## config.mk

```make
export PLATFORM = sky130hd
export DESIGN_NAME = cmm_bsc_sfifo_rdp
export DESIGN_NICKNAME = d
export VERILOG_FILES = /design/src/rtl/cmm_bsc_sfifo_rdp.sv
export SDC_FILE = /design/constraint.sdc
export NUM_CORES = 1
export LEC_CHECK = 0
export ABC_AREA = 1
export CORE_ASPECT_RATIO = 0.8
export CORE_MARGIN = 5
export CORE_UTILIZATION = 51
export DETAILED_ROUTE_END_ITERATION = 16
export PLACE_DENSITY = 0.84
export SYNTH_ARGS = -nofsm -noshare
export SYNTH_HDL_FRONTEND = slang
export SYNTH_SLANG_ARGS = --single-unit
```

## constraint.sdc

```tcl
create_clock -name clk -period 3.1 [get_ports clk]
set_input_delay 0.465 -clock clk [delete_from_list [all_inputs] [get_ports clk]]
set_output_delay 0.465 -clock clk [all_outputs]
set_load 0.02 [all_outputs]
```

## src/rtl/cmm_bsc_sfifo_rdp.sv

```systemverilog
// cmm_bsc_sfifo_rdp: FWFT read prefetch for a sync FIFO + RAM; pop_cnt counter enabled by CMM_BSC_SFIFO_RDP_PCNT_EN
module cmm_bsc_sfifo_rdp #(
  parameter int C_DW = 32,
  parameter int C_RL = 1
) (
  input  logic            clk,
  input  logic            rst_n,
  input  logic            rempty,
  output logic            re,
  input  logic [C_DW-1:0] rdata,
  input  logic            flush,
  output logic            m_valid,
  input  logic            m_ready,
  output logic [C_DW-1:0] m_data,
  output logic [1:0]      m_cnt,
  output logic [15:0]     pop_cnt
);
  localparam int C_BD = C_RL + 1;
  localparam int C_AW = $clog2(C_BD);
  logic [C_DW-1:0] mem_q [C_BD];
  logic [C_DW-1:0] mem_d [C_BD];
  logic [C_AW-1:0] wp_q, wp_d, rp_q, rp_d;
  logic [1:0]      cnt_q, cnt_d, infl;
  logic [C_RL-1:0] rd_q, rd_d;
  logic            m_valid_q, m_valid_d, xfer, cap;
  logic [2:0]      occ;
  function automatic logic [C_AW-1:0] inc(input logic [C_AW-1:0] p);
    return p == C_AW'(C_BD - 1) ? '0 : p + 1'b1;
  endfunction
  // rd_q is a shift line of outstanding reads; clearing it on flush drops returning words
  always_comb begin
    xfer = m_valid_q & m_ready;
    infl = '0;
    for (int i = 0; i < C_RL; i++) infl = infl + 2'(rd_q[i]);
    occ = 3'(cnt_q) + 3'(infl);
    re = !rst_n && !rempty && !flush && (occ < 3'(C_BD) || xfer);
    cap = rd_q[C_RL-1] && !flush;
    rd_d = flush ? '0 : C_RL'({rd_q, re});
    cnt_d = flush ? '0 : cnt_q + 2'(cap) - 2'(xfer);
    wp_d = cap ? inc(wp_q) : wp_q;
    rp_d = flush ? wp_q : xfer ? inc(rp_q) : rp_q;
    mem_d = mem_q;
    if (cap) mem_d[wp_q] = rdata;
    m_valid_d = cnt_d != '0;
  end
  always_ff @(posedge clk) begin
    if (rst_n) begin
      mem_q     <= '{default: '0};
      wp_q      <= '0;
      rp_q      <= '0;
      cnt_q     <= '0;
      rd_q      <= '0;
      m_valid_q <= 1'b0;
    end else begin
      mem_q     <= mem_d;
      wp_q      <= wp_d;
      rp_q      <= rp_d;
      cnt_q     <= cnt_d;
      rd_q      <= rd_d;
      m_valid_q <= m_valid_d;
    end
  end
  assign m_valid = m_valid_q;
  assign m_data  = mem_q[rp_q];
  assign m_cnt   = cnt_q;
`ifdef CMM_BSC_SFIFO_RDP_PCNT_EN
  logic [15:0] pop_q, pop_d;
  assign pop_d = pop_q + 16'(xfer);
  always_ff @(posedge clk) pop_q <= rst_n ? '0 : pop_d;
  assign pop_cnt = pop_q;
`else
  assign pop_cnt = '0;
`endif
endmodule

```

==> flow_results.org <==
** Setup path
- Source of the worst register-to-register timing path :: wp_q$_SDFFE_PP0N_
- Cell with the largest stage delay on the worst path :: dfxtp_2
- Critical Path Source Type :: flop
- Endpoint kind of the worst setup timing path :: primary output
- Req. time, crit path :: between 2 and 3 ns
- Measured in cells, the most critical reg-to-reg path has a length of 5.
- In this run the register-to-register setup slack is between 1 and 1.5 ns.
- Signal arrival time at the worst endpoint :: 2.09 ns
- RR Endpoint :: mem_q[0]$_SDFFE_PP0P_
- On the worst path, the slowest cell contributes a delay of about 0.67 ns.
- Crit path max fanout :: 35
- The signal on the critical path passes through buf_12 -> nand2_1 -> o21ai_0 -> clkdlybuf4s50_1.
- The critical path is of the reg -> out type.

** Clock network
- H-tree levels :: 3
- Post-cts resize count :: 0
- Counting along the longest clock path gives a buffer depth of 2.
- For this design, the sink count on the clock tree is 70.
- Clock-pin slew was measured on the worst setup and hold paths at 0.07 ns.
- Post-CTS setup-driven buffer insertion count :: 0
- Clock tree synthesis inserted a total of 9 buffers.
- Buffers inserted to repair hold after CTS numbered 0.
- TritonCTS built the clock tree.
- At the later pin of the worst-skew pair, clock insertion delay measures 0.33 ns.
- Cell at the root of the clock tree :: clkbuf_8

** Timing
- The total count of max-transition violations in the final report is 0.
- On the final layout, the worst hold slack is about 0.42 ns.
- Setup repair after global routing left no endpoint under its margin.
- At the pin with the least slew margin, the transition time is 0.718 ns.
- The worst pin sits at a relative slew slack of 0.520.
- Period utilization :: 0.823
- Top achievable clock speed :: 392 MHz
- Final setup skew :: 0.00245 ns
- Final setup vio count :: 0
- Setup tns final :: 0 ns
- The worst path meets setup with ~0.55 ns of slack.
- Final critical-path required period :: 2.55 ns
- Final number of hold-violating endpoints :: 0

** Logic synthesis
- In this run the mean area of a mapped cell was 7.15 sq um.
- Biggest area consumer among synthesized cells :: dfxtp_1
- Count of cell types in the netlist :: 20
- Count of state elements after synthesis :: 70
- Largest cells by area after synthesis :: dfxtp_1 44%, nand2_1 17%, a21oi_1 11%
- Fraction of the yosys area taken by sequential cells :: 0.441
- Post-synth EDFFs :: 0
- Of the post-synthesis cell area, the dominant cell type holds 0.441.
- After technology mapping, the gate count stands at 445.
- The cell area that synthesis handed to floorplanning was 3180 sq um.
- The commonest cells after synthesis are 144 x nand2_1, 70 x dfxtp_1, 67 x a21oi_1.
- The most used flip-flop cell after synthesis is dfxtp_1.
- Most frequent cell after synthesis :: nand2_1
- Number of synthesis warnings :: 0
- After synthesis, the share of flip-flops with an asynchronous set or reset is 0.

** Final layout
- Share of the core filled with cells :: 0.667
- From synthesis to final layout, the design area changed by 25.4%.
- The filler cells instantiated in the layout total 562.
- Ratio of cells with drive above 1 in the final layout :: 0.0514
- In the final design database the tool counted 539 nets.
- The repair_antennas step left the layout with diodes totalling 0.
- Once layout is complete, the cells apart from fillers number 587.

** Routing
- Average wire per standard cell :: 12.9 um
- Initial DRC Count :: 240
- For this run, design rule violations remaining after detail routing come to 0.
- Before antenna repair, the detailed router went through 5 iterations.
- Wires add up to between 7000 and 8000 um.
- Summing over every cut layer, the via total after detailed routing is 2,938.
- In the routed layout, each cell is associated on average with a via count of between 5 and 6.
- The count of nets left with antenna violations once routing finished came out at 0.

** Global routing
- Vias in the first global route :: between 2,000 and 3,000
- Global router's overall resource usage :: 0.192
- The first global-routing pass estimated 12,500 um of wire.
- Overflow left after global routing :: 0
- Entering global routing, the biggest net connects 67 pins.
- Number of antenna violations at the first check in global routing :: 0

** Placement
- In this run the tool buffered the top-level ports with 72 buffer cells.
- Detailed placement finished with a half-perimeter wire length of 4820 um.
- Count of placed standard cells including taps :: 571
- Prior to clock tree synthesis, the placed netlist has a worst setup slack of about 0.64 ns.
- Routability Congestion :: 0.782

** Worst hold path
- The tightest min-delay check is of the in -> reg type.
- Counting instances, the worst hold path has a depth of 4.
- Capture endpoint of the worst hold path :: m_cnt[0]$_SDFF_PP0_
- The worst hold path begins at rst_n.

** Floorplan
- Core ar. :: 5970 sq um
- The initial utilization of the core area, before any placement, comes to 0.532.
- 89 I/O pins were placed.
- The die covers roughly 7900 sq um.
- After floorplanning, the core was divided into 25 placement rows.
- Vert. Die Dim :: around 81 um
- In this run the horizontal extent of the chip is 98.3 um.

** Power and ir drop
- The worst-case IR drop observed on VDD is 0.274 mV.
- Power spread over the standard cell area amounts to 473 nW/um^2.
- Static leakage :: between 1 and 1.5 nW

** Run
- Number of violations of the max-capacitance limit :: 0

** Outcome
- The flow ran to the end, and the final reports show no timing, DRC or antenna violations.
## logic make-up (layout without fill, tap and decap cells)
logic type	count (synthesis)	after routing	synth area share
simple gates	182	182	0.237
fa+ha+maj	1	1	0.00393
other cells	1	16	0.00118
xor+xnor	1	1	0.00275
buf+inv	88	134	0.151
flops	70	70	0.441
compound gates	102	102	0.163
## worst max-delay path, delay by kind of cell (launching register included)
family / cells / cell delay [ns]
buf+inv: 2 / 0.90
compound gates: 1 / 0.10
flops: 1 / 0.67
simple gates: 1 / 0.06
## cell usage in the layout (no fill, tap or decap)
| master | Yosys | layout |
|---|---|---|
| nand2_1 | 144 | 144 |
| clkdlybuf4s50_1 | 0 | 71 |
| dfxtp_1 | 70 | 69 |
| a21oi_1 | 67 | 67 |
| inv_1 | 39 | 39 |
| o21ai_0 | 32 | 32 |
| nand3_1 | 32 | 32 |
| conb_1 | 1 | 16 |
| clkbuf_8 | 0 | 10 |
| nor2_1 | 3 | 3 |
| inv_2 | 3 | 3 |
| a211oi_1 | 2 | 2 |
| nand2_4 | 2 | 2 |
| clkinv_2 | 0 | 2 |
| bufinv_16 | 0 | 2 |
| clkbuf_1 | 9 | 2 |
| buf_4 | 19 | 2 |
| inv_4 | 1 | 1 |
| nor2_8 | 1 | 1 |
| xor2_1 | 1 | 1 |
| o21bai_1 | 1 | 1 |
| ha_1 | 1 | 1 |
| buf_2 | 8 | 1 |
| buf_12 | 0 | 1 |
| dfxtp_2 | 0 | 1 |
## how the worst max path moves through the flow
stage / from / end
2_1_floorplan: flush / re
3_3_place_gp: flush / re
3_5_place_dp: flush / re
4_1_cts: rp_q$_SDFFE_PP0P_ / m_data[14]
5_1_grt: rp_q$_SDFFE_PP0P_ / m_data[14]
6_report: rp_q$_SDFFE_PP0P_ / m_data[14]
## flip-flops by register name (all words and copies together) (netlist names)
name / count
m_cnt: 2
mem_q: 64
rp_q: 1
m_valid: 1
wp_q: 1
rd_q: 1
## metal layers
metal	share of wire	up-vias	track usage
met5	0	-	0
met4	0.0075	0	0.0628
met3	0.058	6	0.0547
met2	0.49	91	0.323
met1	0.45	1356	0.239
li1	-	1485	-
## power breakdown
group / leakage (nW) / internal (mW) / switching (mW)
Sequential: 0.566 / 0.911 / 0.0123
Clock: 0.110 / 0.473 / 0.322
Combinational: 0.728 / 0.0718 / 0.0952
Total: 1.40 / 1.46 / 0.430
## per-stage QoR
step / total power [mW] / area (sq um)
finish: 1.89 / 3990
CTS: 1.90 / 3990
global placement: 1.11 / 3770
global route: 1.95 / 3990
floorplan: 1.04 / 3240
detailed placement: 1.11 / 3770
## layout make-up
class,count,area (sq um),area share
inverters,43,164,0.0411
well taps,81,101,0.0254
clock buffers,12,145,0.0364
flip-flops and latches,70,1400,0.352
clock inverters,4,70.1,0.0176
multi-input cells,302,1350,0.340
repair buffers,75,751,0.188
Note: power is estimated with default switching activity, not from simulation.
